==> config.mk <==
export PLATFORM = sky130hd
export DESIGN_NAME = lbp_engine
export DESIGN_NICKNAME = d
export VERILOG_FILES = /design/src/rtl/lbp_pkg.sv /design/src/rtl/lbp_cmp.sv /design/src/rtl/lbp_engine.sv
export SDC_FILE = /design/constraint.sdc
export NUM_CORES = 1
export LEC_CHECK = 0
export ABC_AREA = 1
export BUFFER_PORTS_ARGS = -buffer_cell sky130_fd_sc_hd__buf_2
export CAP_MARGIN = 20
export CELL_PAD_IN_SITES_DETAIL_PLACEMENT = 1
export CELL_PAD_IN_SITES_GLOBAL_PLACEMENT = 1
export CORE_MARGIN = 3
export CORE_UTILIZATION = 50
export DETAILED_ROUTE_END_ITERATION = 10
export HOLD_SLACK_MARGIN = 0.03
export PLACE_DENSITY_LB_ADDON = 0.1
export SLEW_MARGIN = 20
export SYNTH_ARGS = -nofsm -noshare
export SYNTH_HDL_FRONTEND = slang
export SYNTH_SLANG_ARGS = --single-unit
==> constraint.sdc <==
create_clock -name clk_i -period 12.8 [get_ports clk_i]
set_clock_uncertainty 0.05 [all_clocks]
set_input_delay 1.92 -clock clk_i [delete_from_list [all_inputs] [get_ports clk_i]]
set_output_delay 1.92 -clock clk_i [all_outputs]
set_load 0.01 [all_outputs]
==> src/rtl/lbp_pkg.sv <==
// Shared definitions for the LBP engine: FSM encoding, window geometry and
// the neighbour-to-code-bit map.
package lbp_pkg;

   typedef enum logic [2:0] {
      StIdle, StFill, StShift, StCalc, StWrite, StBorder, StDone
   } state_e;

   localparam int unsigned WinSize     = 9;
   localparam logic [3:0]  CenterSlot  = 4'd4;
   localparam logic [3:0]  LastFillRd  = 4'd8;
   localparam logic [3:0]  LastShiftRd = 4'd2;

   // Window slots are row-major (0 = top-left); code bit b maps to slot b, skipping the centre.
   function automatic logic [3:0] nbr_slot(int unsigned b);
      return (b < 4) ? 4'(b) : 4'(b + 1);
   endfunction

endpackage

==> src/rtl/lbp_cmp.sv <==
// Combinational LBP comparator: 3x3 window plus compare mode -> 8-bit code.
module lbp_cmp
   import lbp_pkg::*;
#(
   parameter int unsigned DW = 8
) (
   input  logic [DW-1:0] win_i [WinSize],
   input  logic          mode_i,
   input  logic [DW-1:0] thr_i,
   output logic [7:0]    code_o
);

   logic [DW:0] sum;

   always_comb begin
      // One extra bit so centre + threshold never wraps.
      sum = {1'b0, win_i[CenterSlot]} + (mode_i ? {1'b0, thr_i} : '0);
      code_o = '0;
      for (int unsigned b = 0; b < 8; b++) begin
         code_o[b] = ({1'b0, win_i[nbr_slot(b)]} >= sum);
      end
   end

endmodule

==> src/rtl/lbp_engine.sv <==
// LBP engine: walks the image in raster order through a reusable 3x3 window
// and writes one LBP code per processed pixel.
module lbp_engine
   import lbp_pkg::*;
#(
   parameter int unsigned IMG_W = 128,
   parameter int unsigned IMG_H = 128,
   parameter int unsigned DW    = 8,
   parameter int unsigned AW    = 14
) (
   input  logic          clk_i,
   input  logic          rst_ni,
   input  logic          start_i,
   input  logic          mode_i,
   input  logic [DW-1:0] thr_i,
   input  logic          border_en_i,
   output logic          busy_o,
   output logic [AW-1:0] gray_addr_o,
   output logic          gray_req_o,
   input  logic          gray_ready_i,
   input  logic [DW-1:0] gray_data_i,
   output logic [AW-1:0] lbp_addr_o,
   output logic          lbp_valid_o,
   output logic [7:0]    lbp_data_o,
   output logic          finish_o
);

   localparam logic [AW-1:0] XLast = AW'(IMG_W - 1);
   localparam logic [AW-1:0] YLast = AW'(IMG_H - 1);
   localparam logic [AW-1:0] Width = AW'(IMG_W);
   localparam logic [AW-1:0] One   = AW'(1);

   state_e        state_q;
   logic [AW-1:0] x_q, y_q;
   logic [3:0]    rd_cnt_q, pend_slot_q;
   logic          pend_q, mode_q, border_q;
   logic [DW-1:0] thr_q;
   logic [DW-1:0] win_q   [WinSize];
   logic [DW-1:0] win_cur [WinSize];
   logic          busy_q, gray_req_q, lbp_valid_q, finish_q;
   logic [AW-1:0] gray_addr_q, lbp_addr_q;
   logic [7:0]    lbp_data_q, code;

   logic [AW-1:0] nx, ny;
   logic          last_pix, cur_border, nxt_border, row_wrap, rd_last;
   logic [3:0]    nxt_slot;

   function automatic logic is_border(logic [AW-1:0] x, logic [AW-1:0] y);
      return (x == '0) || (y == '0) || (x == XLast) || (y == YLast);
   endfunction

   function automatic logic [3:0] slot_of(logic shift, logic [3:0] cnt);
      return shift ? 4'(cnt * 4'd3 + 4'd2) : cnt;
   endfunction

   function automatic logic [AW-1:0] addr_of(logic [AW-1:0] x, logic [AW-1:0] y,
                                             logic [3:0] slot);
      logic [AW-1:0] r, c;
      r = AW'(slot / 4'd3);
      c = AW'(slot % 4'd3);
      return (y + r - One) * Width + x + c - One;
   endfunction

   // Last read's data is merged straight in so the code is ready the cycle it returns.
   always_comb begin
      win_cur = win_q;
      if (pend_q) win_cur[pend_slot_q] = gray_data_i;
   end

   always_comb begin
      cur_border = is_border(x_q, y_q);
      if (border_q) begin
         last_pix = (x_q == XLast) && (y_q == YLast);
         row_wrap = (x_q == XLast);
         nx       = row_wrap ? '0 : x_q + One;
      end else begin
         last_pix = (x_q == XLast - One) && (y_q == YLast - One);
         row_wrap = (x_q == XLast - One);
         nx       = row_wrap ? One : x_q + One;
      end
      ny         = row_wrap ? y_q + One : y_q;
      nxt_border = border_q && is_border(nx, ny);
      rd_last    = (state_q == StShift) ? (rd_cnt_q == LastShiftRd) : (rd_cnt_q == LastFillRd);
      nxt_slot   = slot_of(state_q == StShift, rd_cnt_q + 4'd1);
   end

   lbp_cmp #(.DW(DW)) u_cmp (
      .win_i  (win_cur),
      .mode_i (mode_q),
      .thr_i  (thr_q),
      .code_o (code)
   );

   always_ff @(posedge clk_i or negedge rst_ni) begin
      if (!rst_ni) begin
         state_q     <= StIdle;
         x_q         <= '0;
         y_q         <= '0;
         rd_cnt_q    <= '0;
         pend_q      <= 1'b0;
         pend_slot_q <= '0;
         mode_q      <= 1'b0;
         border_q    <= 1'b0;
         thr_q       <= '0;
         win_q       <= '{default: '0};
         busy_q      <= 1'b0;
         gray_req_q  <= 1'b0;
         gray_addr_q <= '0;
         lbp_valid_q <= 1'b0;
         lbp_addr_q  <= '0;
         lbp_data_q  <= '0;
         finish_q    <= 1'b0;
      end else begin
         lbp_valid_q <= 1'b0;
         finish_q    <= 1'b0;
         pend_q      <= 1'b0;
         if (pend_q) win_q[pend_slot_q] <= gray_data_i;
         unique case (state_q)
            StIdle, StDone: begin
               state_q <= StIdle;
               if (start_i) begin
                  mode_q   <= mode_i;
                  thr_q    <= thr_i;
                  border_q <= border_en_i;
                  busy_q   <= 1'b1;
                  rd_cnt_q <= '0;
                  if (border_en_i) begin
                     x_q     <= '0;
                     y_q     <= '0;
                     state_q <= StBorder;
                  end else begin
                     x_q         <= One;
                     y_q         <= One;
                     gray_req_q  <= 1'b1;
                     gray_addr_q <= '0;
                     state_q     <= StFill;
                  end
               end
            end
            StFill, StShift: begin
               if (gray_ready_i) begin
                  pend_q      <= 1'b1;
                  pend_slot_q <= slot_of(state_q == StShift, rd_cnt_q);
                  if (rd_last) begin
                     gray_req_q <= 1'b0;
                     state_q    <= StCalc;
                  end else begin
                     rd_cnt_q    <= rd_cnt_q + 4'd1;
                     gray_addr_q <= addr_of(x_q, y_q, nxt_slot);
                  end
               end
            end
            StCalc, StBorder: begin
               lbp_valid_q <= 1'b1;
               lbp_data_q  <= (state_q == StCalc) ? code : 8'h00;
               lbp_addr_q  <= addr_of(x_q, y_q, CenterSlot);
               state_q     <= StWrite;
            end
            StWrite: begin
               if (last_pix) begin
                  busy_q   <= 1'b0;
                  finish_q <= 1'b1;
                  state_q  <= StDone;
               end else begin
                  x_q      <= nx;
                  y_q      <= ny;
                  rd_cnt_q <= '0;
                  if (nxt_border) begin
                     state_q <= StBorder;
                  end else if (!cur_border && !row_wrap) begin
                     for (int r = 0; r < 3; r++) begin
                        win_q[r*3]   <= win_q[r*3+1];
                        win_q[r*3+1] <= win_q[r*3+2];
                     end
                     gray_req_q  <= 1'b1;
                     gray_addr_q <= addr_of(nx, ny, 4'd2);
                     state_q     <= StShift;
                  end else begin
                     gray_req_q  <= 1'b1;
                     gray_addr_q <= addr_of(nx, ny, 4'd0);
                     state_q     <= StFill;
                  end
               end
            end
            default: state_q <= StIdle;
         endcase
      end
   end

   assign busy_o      = busy_q;
   assign gray_req_o  = gray_req_q;
   assign gray_addr_o = gray_addr_q;
   assign lbp_valid_o = lbp_valid_q;
   assign lbp_addr_o  = lbp_addr_q;
   assign lbp_data_o  = lbp_data_q;
   assign finish_o    = finish_q;

endmodule

=== Word-level counts from Yosys, hierarchy flattened ===
Cells that the tools add are included.
Widths: inputs -> output; s select.

* Bits in registers: 162

* Add/subtract/negate cells: 20
* Multipliers: 2
* Divide/modulo/power cells: 2
* Magnitude comparators: 10
* Equality and inequality tests: 22
* Muxes and demuxes: 69
* Bitwise logic cells: 1
* Reduce and logical (&&, ||, !) cells: 31

{| class="wikitable"
|+ Operators by type and width
! kind !! number
|-
| $mux 14 || 14
|-
| $mux 16 || 12
|-
| $eq 14x7->1 const B || 6
|-
| $bwmux 72 || 1
|-
| $ge 8x9->1 || 8
|-
| $mux 72 || 1
|-
| $add 14x14->14 || 4
|-
| $logic_not 14->1 || 4
|-
| $pmux 14 s2 || 2
|-
| $sub 14x1->14 const B || 4
|-
| $add 14x1->14 const B || 3
|-
| $pmux 14 s3 || 1
|-
| $demux 8 s4 || 1
|-
| $mux 4 || 6
|-
| $mux 8 || 3
|-
| $sub 7x1->7 const B || 3
|-
| $mux 3 || 6
|-
| $mux 1 || 17
|-
| $ne 2x2->1 const B || 8
|-
| $add 14x2->14 const B || 1
|-
| $div 4x2->14 const B || 1
|-
| $mod 4x2->14 const B || 1
|-
| $reduce_and 7->1 || 2
|-
| $pmux 3 s4 || 1
|-
| other kinds (27) || 47
|}

=== Longest topological paths before layout ===
Gate-level depths: netlist (run 1).

* Depth in word-level cells: 13
* Depth in mapped cells: 50
* Gate-level depth less buffers: 49

=== Hierarchy ===
A second synthesis (run 1) with hierarchy kept.

* Cell total of the unflattened synthesis: 1,904
* Area, all modules: 13,716.9 um2

{| class="wikitable"
|+ By module, submodules not included
! module !! instances !! cells each !! area each (um2) !! seq. area each (um2)
|-
| lbp_engine || 1 || 1,549 || 11,482.3 || 4,053.9
|-
| lbp_cmp || 1 || 355 || 2,234.6 || 0.0
|}

=== Worst setup path after synthesis (run 1) ===
No wires, ideal clock.

* Path type: register -> register
* From: register rd_cnt_q[0]
* To: register gray_addr_q[13], in the netlist gray_addr_o[13]
* Arrival time: 6.272 ns
* Required time: 12.634 ns
* Slack: 6.362 ns
* Stages on the path, launching flop included: 46
* Path buffers: 2
* Path through: dfrtp_1 -> buf_2 -> inv_1 -> ha_1 -> ha_1 -> ha_1 -> inv_1 -> nand2_1 -> nand2_1 -> nand2_1 -> nand4_1 -> nand2_1 -> nor2_1 -> ha_1 -> inv_1 -> ha_1 -> clkbuf_1 -> nand2_1 -> (+10 left out) -> inv_1 -> fa_1 -> fa_1 -> inv_1 -> ha_1 -> inv_1 -> nor3_1 -> nand3_1 -> nand4_1 -> nand2_1 -> nand2_1 -> a21oi_1 -> xnor2_1 -> nand3_1 -> nand3_1 -> nand2_1 -> nand2_1 -> nand2_1

* Cells in the longest elaborated chain, start to end: 13
* Elaborated cells between the ends (all ways): 19
* Those cells by class: add/sub (7); mul (1); div (2); eq/ne (3); mux (5); reduce/logical (1)

{| class="wikitable"
|+ RTL lines
! item !! line !! source
|-
| start, declared || lbp_engine.sv:35 || <nowiki>logic [3:0] rd_cnt_q, pend_slot_q;</nowiki>
|-
| start signal, assigned || lbp_engine.sv:148 || <nowiki>rd_cnt_q <= rd_cnt_q + 4'd1;</nowiki>
|-
| $add 4x1->4 || lbp_engine.sv:84 || <nowiki>nxt_slot = slot_of(state_q == StShift, rd_cnt_q + 4'd1);</nowiki>
|-
| $mul 4x2->4 || lbp_engine.sv:53 || <nowiki>return shift ? 4'(cnt * 4'd3 + 4'd2) : cnt;</nowiki>
|-
| $add 4x2->4 || lbp_engine.sv:53 ||
|-
| $mux 4 || lbp_engine.sv:53 ||
|-
| $div 4x2->14 || lbp_engine.sv:59 || <nowiki>r = AW'(slot / 4'd3);</nowiki>
|-
| $add 7x7->7 || lbp_engine.sv:61 || <nowiki>return (y + r - One) * Width + x + c - One;</nowiki>
|-
| $sub 7x1->7 || lbp_engine.sv:61 ||
|-
| $add 14x14->14 (2 in series) || lbp_engine.sv:61 ||
|-
| $sub 14x1->14 || lbp_engine.sv:61 ||
|-
| $mux 14 || lbp_engine.sv:144 || <nowiki>if (rd_last) begin</nowiki>
|-
| $mux 14 || lbp_engine.sv:141 || <nowiki>if (gray_ready_i) begin</nowiki>
|-
| $pmux 14 s3 || lbp_engine.sv:118 || <nowiki>unique case (state_q)</nowiki>
|-
| end signal, assigned || lbp_engine.sv:149 || <nowiki>gray_addr_q <= addr_of(x_q, y_q, nxt_slot);</nowiki>
|-
| end signal, assigned || lbp_engine.sv:176 || <nowiki>gray_addr_q <= addr_of(nx, ny, 4'd2);</nowiki>
|-
| end signal, assigned || lbp_engine.sv:180 || <nowiki>gray_addr_q <= addr_of(nx, ny, 4'd0);</nowiki>
|-
| end, declared || lbp_engine.sv:41 || <nowiki>logic [AW-1:0] gray_addr_q, lbp_addr_q;</nowiki>
|}

Several ways; a longest one is shown, not always the timed one. The select of a mux whose other input is x is not followed.
A chain may end at the register's enable or synchronous reset.

=== Final worst setup path (run 1) ===
Ends and elaborated chain as after synthesis.

==> results of run 1 <==
==> cell usage after synthesis, types with 2 or more instances <==
library cell	n
nor2_2	6
nand3_1	94
buf_6	8
o21ai_2	8
o22ai_1	29
nor4_1	4
nand2_4	3
fa_1	11
o21bai_1	2
o31ai_1	2
or2_2	5
nand2_2	18
nand3_2	8
dfrtp_1	162
a21boi_0	17
a21oi_1	41
xnor2_1	11
xor2_1	45
nand2_1	557
inv_2	11
nor2_4	2
o211ai_1	3
o21ai_1	5
nor2_1	96
clkbuf_1	24
nor2_8	3
o21ai_0	152
nor3_1	17
nand4_1	24
ha_1	149
buf_4	2
buf_2	6
inv_1	230
a31oi_1	4
o21a_1	30
nand3_4	2
==> sequential cells by signal, summed over array words and instances (netlist names), 3 cells and up <==
register     cells
state_q          3
lbp_addr_o      14
win_q           72
rd_cnt_q         4
lbp_data_o       8
thr_q            8
x_q             14
pend_slot_q      4
gray_addr_o     14
y_q             14
==> worst max path at each step <==
| stage | start | to | slack [ns] | cells past startpoint |
|---|---|---|---|---|
| after floorplan | rd_cnt_q[0]$_DFFE_PN0P_ | gray_addr_o[13]$_DFFE_PN0P_ | 6.36 | 45 |
| after global placement | rd_cnt_q[0]$_DFFE_PN0P_ | gray_addr_o[13]$_DFFE_PN0P_ | 5.90 | 43 |
| after detailed placement | rd_cnt_q[0]$_DFFE_PN0P_ | gray_addr_o[13]$_DFFE_PN0P_ | 5.52 | 43 |
| after CTS | rd_cnt_q[0]$_DFFE_PN0P_ | gray_addr_o[13]$_DFFE_PN0P_ | 5.47 | 43 |
| after global routing | rd_cnt_q[0]$_DFFE_PN0P_ | gray_addr_o[13]$_DFFE_PN0P_ | 4.69 | 44 |
| final | rd_cnt_q[0]$_DFFE_PN0P_ | gray_addr_o[13]$_DFFE_PN0P_ | 5.42 | 43 |
==> through the flow <==
stage	hold WS, ns	cells	area (µm²)	setup slack (ns)
after floorplan	0.392	1807	13200	6.36
after global placement	0.399	2163	13700	5.90
after detailed placement	0.408	2164	13700	5.52
after CTS	0.424	2196	14400	5.47
after global routing	0.453	2196	14400	4.69
final	0.423	2196	14400	5.42
==> worst max-delay path: cells and delay by family, from the launching register on <==
kind,cells,cell delay [ns]
AOI/OAI and AO/OA,1,0.08
adders and majority gates,11,3.32
buffers and inverters,8,0.62
DFF,1,0.55
and+or+nand+nor,22,2.48
xor gates and xnor gates,1,0.18
==> layout make-up <==
cell class | instances | area (µm²)
Timing Repair Buffer | 68 | 364
Fill cell | 3286 | 11200
Multi-Input combinational cell | 1362 | 7990
Clock buffer | 19 | 443
Tap cell | 330 | 413
Sequential cell | 162 | 4050
Clock inverter | 13 | 198
Inverter | 242 | 911
==> cell families after synthesis <==
| logic type | Yosys count | share of synthesized area |
|---|---|---|
| simple gates | 843 | 0.276 |
| compound gates | 302 | 0.134 |
| mux | 1 | 0.000759 |
| fa+ha+maj | 160 | 0.158 |
| flops | 162 | 0.307 |
| xor+xnor | 56 | 0.0372 |
| buf+inv | 283 | 0.0865 |
==> layer usage <==
| metal | GRT usage | vias to the layer above |
|---|---|---|
| met5 | 0 | - |
| met4 | 0.129 | 0 |
| met3 | 0.0355 | 109 |
| met2 | 0.541 | 313 |
| met1 | 0.364 | 6100 |
| li1 | - | 5951 |
==> results_dict.tcl, run 1 <==
set metrics [dict create \
    grt_max_degree 96 \
    min_from "lbp_addr_o[7]$_DFFE_PN0P_" \
    wl_met3_mm 1.61 \
    place_congestion 0.958 \
    fin_nets 2035 \
    ys_warn_count 0 \
    cts.clk_slew.worst_paths_ns 0.07 \
    avgSynthCellArea_um2 7.30 \
    reg2reg_from "rd_cnt_q[0]$_DFFE_PN0P_" \
    synth-seq-area-share 0.307 \
    worst-path-max-fanout 10 \
    netlist_area_um2 13200 \
    insertedDiodeCount 0 \
    final_util 0.563 \
    wl_per_cell_um 19.2 \
    row_count 58 \
    wl_met2_mm 21.3 \
    arrival_ns 7.67 \
    final_cell_mix "nand2_1, inv_1, dfrtp_1" \
    viasPerCell 5.68 \
    dr_total_vias 12500 \
    hold_path_end "lbp_addr_o[7]$_DFFE_PN0P_" \
    overflow 0 \
    hold_violations 0 \
    worstMarginPinSlew_ns 1.15 \
    hp-class "reg2reg" \
    r2r_end "gray_addr_o[13]$_DFFE_PN0P_" \
    synth_top_area_cell "dfrtp_1" \
    syn_inst 1807 \
    cts_hold_buf 0 \
    antenna_left 0 \
    start_util 0.516 \
    drc 0 \
    track_usage 0.301 \
    cts_tree "built" \
    slew_headroom 0.233 \
    port_buffers 61 \
    post-route-period-util 0.577 \
    grt_pass1_vias 13200 \
    max-cap-violations 0 \
    status "finished clean" \
    fmax_mhz 135 \
    clkSinkCount 162 \
    path_class "reg2reg" \
    syn_to_final_growth_pct 9.00 \
    cts_setup_buffers 0 \
    rsz0062_at_grt "false" \
    cpMaxStageDelayCell "dfrtp_1" \
    drive_above_1_share 0.0922 \
    syn-num-nets 1989 \
    routed.top_layer "met4" \
    cpMostUsedCell "nand2_1" \
    ys_ff_latch 162 \
    ctsResizeCount 0 \
    htree_levels 4 \
    setup.worst_path.end_class "register" \
    ff2ff_setup_slack_ns 5.42 \
    finalSetupTns_ns 0 \
    wl_met1_mm 17.6 \
    min_path_cells 2 \
    yosysTopAreaCellShare 0.307 \
    worstSetupStartpointType "register" \
    synth_top_flop_cell "dfrtp_1" \
    die_h_um 168 \
    core-area_um2 25500 \
    crit_required_ns 13.09 \
    die_w_um 168 \
    grt_antenna_before_repair 0 \
    synth_cell_types 52 \
    cts_root_buffer "clkbuf_16" \
    critPathMaxStageDelay_ns 0.55 \
    ys_top_cells_by_area "dfrtp_1, nand2_1, ha_1, inv_1, o21ai_0" \
    final_common_cell "nand2_1" \
    io_pins 62 \
    finalSetupViolations 0 \
    worstSkewPairLatency_ns 0.45 \
    dieArea_um2 28400 \
    drv_slew 0 \
    dp_hpwl_mm 31.5 \
    grt_pass1_wl_mm 68.7 \
    synth-edff-count 0 \
    async_flop_share 1.00 \
    rr_worst_depth 43 \
    firstDrtPassIters 5 \
    clockBufferDepth 2 \
    drt_iter0_markers 841 \
    min_period_ns 7.38 \
    totalWireLength_mm 42.2 \
    cts_buffers 17 \
]
Power of run 1 is left out: the tool's default activity adds up to more than one toggle a clock period on the data nets, which glitch-free logic cannot reach.
==> inputs of run 2 (changes only) <==
CORE_UTILIZATION = 42   (was 50)
clock period = 6.48 ns   (was 12.8 ns; I/O delays follow)
==> run 2 against run 1 <==
Against the previous run:
- setup slack worse by 5.2 ns
- fmax up 18%
- design area up 3.0%
- non-clock buffer count up 24
==> results_dict.tcl, run 2 (synthesized netlist as in run 1, its figures left out) <==
set metrics [dict create \
    start_util 0.429 \
    insertedDiodeCount 0 \
    fillCellCount 3977 \
    cts_root_buffer "clkbuf_16" \
    worstMarginPinSlew_ns 1.10 \
    place_congestion 0.950 \
    dr_total_vias 12400 \
    dp_hpwl_mm 32.0 \
    ff2ff_setup_slack_ns 0.22 \
    cpMostUsedCell "nand2_1" \
    dieArea_um2 33600 \
    fmax_mhz 160 \
    cts_buffers 17 \
    dp_slack_ns -0.349 \
    hold_path_end "win_q[37]$_DFF_PN0_" \
    fin_nets 2059 \
    clkSinkCount 162 \
    critPathMaxStageDelay_ns 0.53 \
    antenna_left 0 \
    hold_violations 0 \
    status "finished clean" \
    cts.clk_slew.worst_paths_ns 0.07 \
    hp-class "reg2reg" \
    grt_pass1_wl_mm 69.2 \
    cts_tree "built" \
    largest_reg_flops 72 \
    path_class "reg2reg" \
    die_w_um 183 \
    drive_above_1_share 0.124 \
    htree_levels 4 \
    finalSetupTns_ns 0 \
    cpMaxStageDelayCell "fa_1" \
    viasPerCell 5.44 \
    post-route-period-util 0.967 \
    totalWireLength_mm 43.4 \
    min_path_cells 2 \
    wl_per_cell_um 19.0 \
    worstSkewPairLatency_ns 0.45 \
    core-area_um2 30700 \
    grt_antenna_before_repair 0 \
    drt_iter0_markers 610 \
    drc 0 \
    min_period_ns 6.26 \
    io_pins 62 \
    r2r_end "gray_addr_o[13]$_DFFE_PN0P_" \
    crit_required_ns 6.77 \
    slew_headroom 0.268 \
    register_area_um2 4050 \
    grt_max_degree 72 \
    cts_hold_buf 0 \
    firstDrtPassIters 5 \
    setup.worst_path.end_class "register" \
    syn_to_final_growth_pct 12.3 \
    reg2reg_from "rd_cnt_q[1]$_DFFE_PN0P_" \
    arrival_ns 6.55 \
    final_cell_mix "nand2_1, inv_1, dfrtp_1" \
    worstSetupStartpointType "register" \
    finalSetupViolations 0 \
    max-cap-violations 0 \
    clockBufferDepth 2 \
    min_from "win_q[29]$_DFF_PN0_" \
    rr_worst_depth 44 \
    port_buffers 61 \
    regMostFlops "win_q" \
    grt_pass1_vias 13000 \
    overflow 0 \
    track_usage 0.258 \
    multi_input_area_um2 8210 \
    die_h_um 183 \
    setup_slack_ns 0.217 \
    row_count 64 \
    drv_slew 0 \
    final_common_cell "nand2_1" \
    worst-path-max-fanout 5 \
]
[run 2: changes by cell type in the layout (fill, tap and decap cells not counted), moves of 4 or more]
cell and change:
inv_1 -9, ha_1 -12, nand2_2 +9, ha_4 +9
clkinv_4 -4, inv_2 +7, buf_4 +24, clkinv_2 +5
nand2_1 -11
[run 2: worst max path at each step]
stage	start	to	cells past startpoint	slack, ns
finish	rd_cnt_q[1]$_DFFE_PN0P_	gray_addr_o[13]$_DFFE_PN0P_	44	0.22
global route	rd_cnt_q[0]$_DFFE_PN0P_	gray_addr_o[13]$_DFFE_PN0P_	44	-0.19
CTS	rd_cnt_q[1]$_DFFE_PN0P_	gray_addr_o[13]$_DFFE_PN0P_	46	0.02
detailed placement	rd_cnt_q[1]$_DFFE_PN0P_	gray_addr_o[13]$_DFFE_PN0P_	46	-0.35
global placement	rd_cnt_q[1]$_DFFE_PN0P_	gray_addr_o[13]$_DFFE_PN0P_	46	0.03
floorplan	rd_cnt_q[0]$_DFFE_PN0P_	gray_addr_o[13]$_DFFE_PN0P_	45	0.04
[run 2: metal layers]
layer | vias up | global-route usage | share of wire
li1 | 6014 | - | -
met1 | 6102 | 0.321 | 0.43
met2 | 234 | 0.462 | 0.51
met3 | 65 | 0.0363 | 0.035
met4 | 0 | 0.0865 | 0.030
met5 | - | 0 | 0
[run 2: repair_timing]
action                                  in CTS  in global routing
endpoints found under the setup margin       3                  6
buffers inserted                             4                 10
gates resized for setup                     10                 40
pin swaps                                    4                 20
[run 2: area by class of cell]
class	instances	share of cell area
multi-input combinational	1362	0.555
clock inverter	10	0.00896
sequential	162	0.274
tap	396	0.0335
clock buffer	20	0.0308
inverter	242	0.0617
timing repair buffer	92	0.0368
[run 2: metrics by stage]
stage	hold slack, ns	cell area (µm²)	std cells	utilization
after detailed placement	0.408	13900	2240	0.452
after global placement	0.397	13900	2240	0.452
after CTS	0.422	14600	2274	0.474
final	0.415	14800	2284	0.482
after global routing	0.443	14800	2284	0.482
after floorplan	0.392	13200	1807	-
[run 2: critical path, delay by kind of cell (launching register included)]
| family | cells | cell delay [ns] |
|---|---|---|
| adder cells (fa/ha/maj) | 10 | 2.51 |
| AND/OR/NAND/NOR | 21 | 1.99 |
| buffers and inverters | 10 | 0.77 |
| flip-flops | 1 | 0.41 |
| XOR/XNOR | 1 | 0.19 |
| multiplexers | 1 | 0.13 |
| AO/OA/AOI/OAI | 1 | 0.07 |
Power of run 2 is left out for the same reason.
==> inputs of run 3 (changes only) <==
--- a/config.mk
+++ b/config.mk
@@ -16,2 +16,3 @@
 export HOLD_SLACK_MARGIN = 0.03
+export MAX_ROUTING_LAYER = met4
 export PLACE_DENSITY_LB_ADDON = 0.1
==> constraint.sdc (replaced) <==
create_clock -name clk_i -period 6.48 [get_ports clk_i]
set_clock_uncertainty 0.05 [all_clocks]
set_input_delay 0.324 -clock clk_i [delete_from_list [all_inputs] [get_ports clk_i]]
set_output_delay 0.324 -clock clk_i [all_outputs]
set_load 0.01 [all_outputs]
==> run 3 against run 2 <==
Against the previous run:
- critical endpoint unchanged
- routed wire length shrank 2.0%
- setup slack got worse by 0.030 ns
- sequential share of layout area is 0.10 points lower
- design area rose by 0.37%
- fmax is 0.47% lower
- core utilization grew 0.18 points
- largest cell class unchanged
- flip-flop and latch count unchanged
- global-route usage grew 0.63 points
- via count rose by 0.38%
- non-clock buffer count increased by 11
- hold slack worse by 0.37 ns
==> results_dict.tcl, run 3 (synthesized netlist as in run 1, its figures left out) <==
set metrics [dict create \
    status "finished clean" \
    post-route-period-util 0.971 \
    min_period_ns 6.29 \
    hp-class "in2reg" \
    drt_iter0_markers 699 \
    viasPerCell 5.43 \
    worst-path-max-fanout 6 \
    final_common_cell "nand2_1" \
    min_from "thr_i[3]" \
    core-area_um2 30700 \
    antenna_left 0 \
    die_w_um 183 \
    grt_pass1_vias 13000 \
    firstDrtPassIters 5 \
    final_cell_mix "nand2_1, inv_1, dfrtp_1" \
    setup_slack_ns 0.187 \
    port_buffers 61 \
    setup.worst_path.end_class "register" \
    start_util 0.429 \
    drive_above_1_share 0.126 \
    cts_root_buffer "clkbuf_16" \
    overflow 0 \
    totalWireLength_mm 42.6 \
    worstSkewPairLatency_ns 0.46 \
    cts_buffers 17 \
    htree_levels 4 \
    worstMarginPinSlew_ns 1.13 \
    cpMaxStageDelayCell "fa_1" \
    min_path_cells 3 \
    fin_cells 2297 \
    track_usage 0.265 \
    grt_max_degree 63 \
    finalSetupTns_ns 0 \
    dieArea_um2 33600 \
    dp_hpwl_mm 32.0 \
    largest_reg_flops 72 \
    grt_pass1_wl_mm 68.6 \
    cpMostUsedCell "nand2_1" \
    regMostFlops "win_q" \
    finalSetupViolations 0 \
    io_pins 62 \
    crit_start "rd_cnt_q[1]$_DFFE_PN0P_" \
    critPathMaxStageDelay_ns 0.50 \
    syn_to_final_growth_pct 12.7 \
    clkSinkCount 162 \
    worstSetupStartpointType "register" \
    crit_required_ns 6.78 \
    grt_antenna_before_repair 0 \
    wl_per_cell_um 18.5 \
    clockBufferDepth 2 \
    reg2reg_from "rd_cnt_q[1]$_DFFE_PN0P_" \
    cts_tree "built" \
    die_h_um 183 \
    slew_headroom 0.245 \
    placedCellCount 2239 \
    drv_slew 0 \
    path_class "reg2reg" \
    cts.clk_slew.worst_paths_ns 0.07 \
    max-cap-violations 0 \
    rr_worst_depth 45 \
    dp_slack_ns -0.324 \
    dr_total_vias 12500 \
    arrival_ns 6.59 \
    place_congestion 0.929 \
    fmax_mhz 159 \
    row_count 64 \
    hold_violations 0 \
    fin_nets 2070 \
    drc 0 \
    insertedDiodeCount 0 \
]
## run 3: changes by cell type in the layout (fill, tap and decap cells not counted), sizes merged
cell,previous run,this run
dlygate4sd3,0,9
clkbuf,20,18
inv,243,245
clkinvlp,0,5
bufinv,3,0
buf,92,94
## run 3: path summary, 6_finish.rpt
path	slack (ns)	to
max reg2reg	0.19	gray_addr_o[13]$_DFFE_PN0P_
max in group asynchronous	4.71	gray_addr_o[0]$_DFFE_PN0P_
min	0.04	thr_q[3]$_DFFE_PN0P_
max	0.19	gray_addr_o[13]$_DFFE_PN0P_
min reg2reg	0.43	win_q[45]$_DFF_PN0_
min in group asynchronous	0.37	win_q[22]$_DFF_PN0_
## run 3: layer usage
metal | vias up | track usage | share of wire
met5 | - | - | 0
met4 | 0 | 0.0963 | 0.033
met3 | 80 | 0.0290 | 0.026
met2 | 191 | 0.452 | 0.50
met1 | 6162 | 0.326 | 0.44
li1 | 6029 | - | -
## run 3: area by class of cell
cell class                 count  area [µm²]
timing repair buffer         103         657
tap                          396         495
clock buffer                  18         429
sequential                   162        4050
fill                        3946       15900
clock inverter                14         108
multi-input combinational   1362        8210
inverter                     242         913
## run 3: stage by stage
stage,hold WS (ns),util,instance area [µm²]
5_1_grt,0.0635,0.483,14900
3_5_place_dp,0.289,0.452,13900
3_3_place_gp,0.291,0.451,13900
4_1_cts,0.0337,0.475,14600
2_1_floorplan,-0.0216,-,13200
6_report,0.0425,0.483,14900
## run 3: critical path, delay by kind of cell (launching register included)
kind / cells / cell delay (ns)
buffers and inverters: 10 / 0.65
AOI/OAI and AO/OA: 1 / 0.07
and+or+nand+nor: 21 / 1.94
muxes: 1 / 0.19
xor gates and xnor gates: 2 / 0.39
DFF: 1 / 0.40
adders and majority gates: 10 / 2.50
## run 3: timing repair
item                                   in CTS  in global routing
gates resized for setup                    16                 35
pin swaps                                   2                 24
endpoints found under the hold margin      62                  0
setup endpoints to repair                   4                  5
setup buffers                               3                 13
hold buffers                                9                  0
Power of run 3 is left out for the same reason.
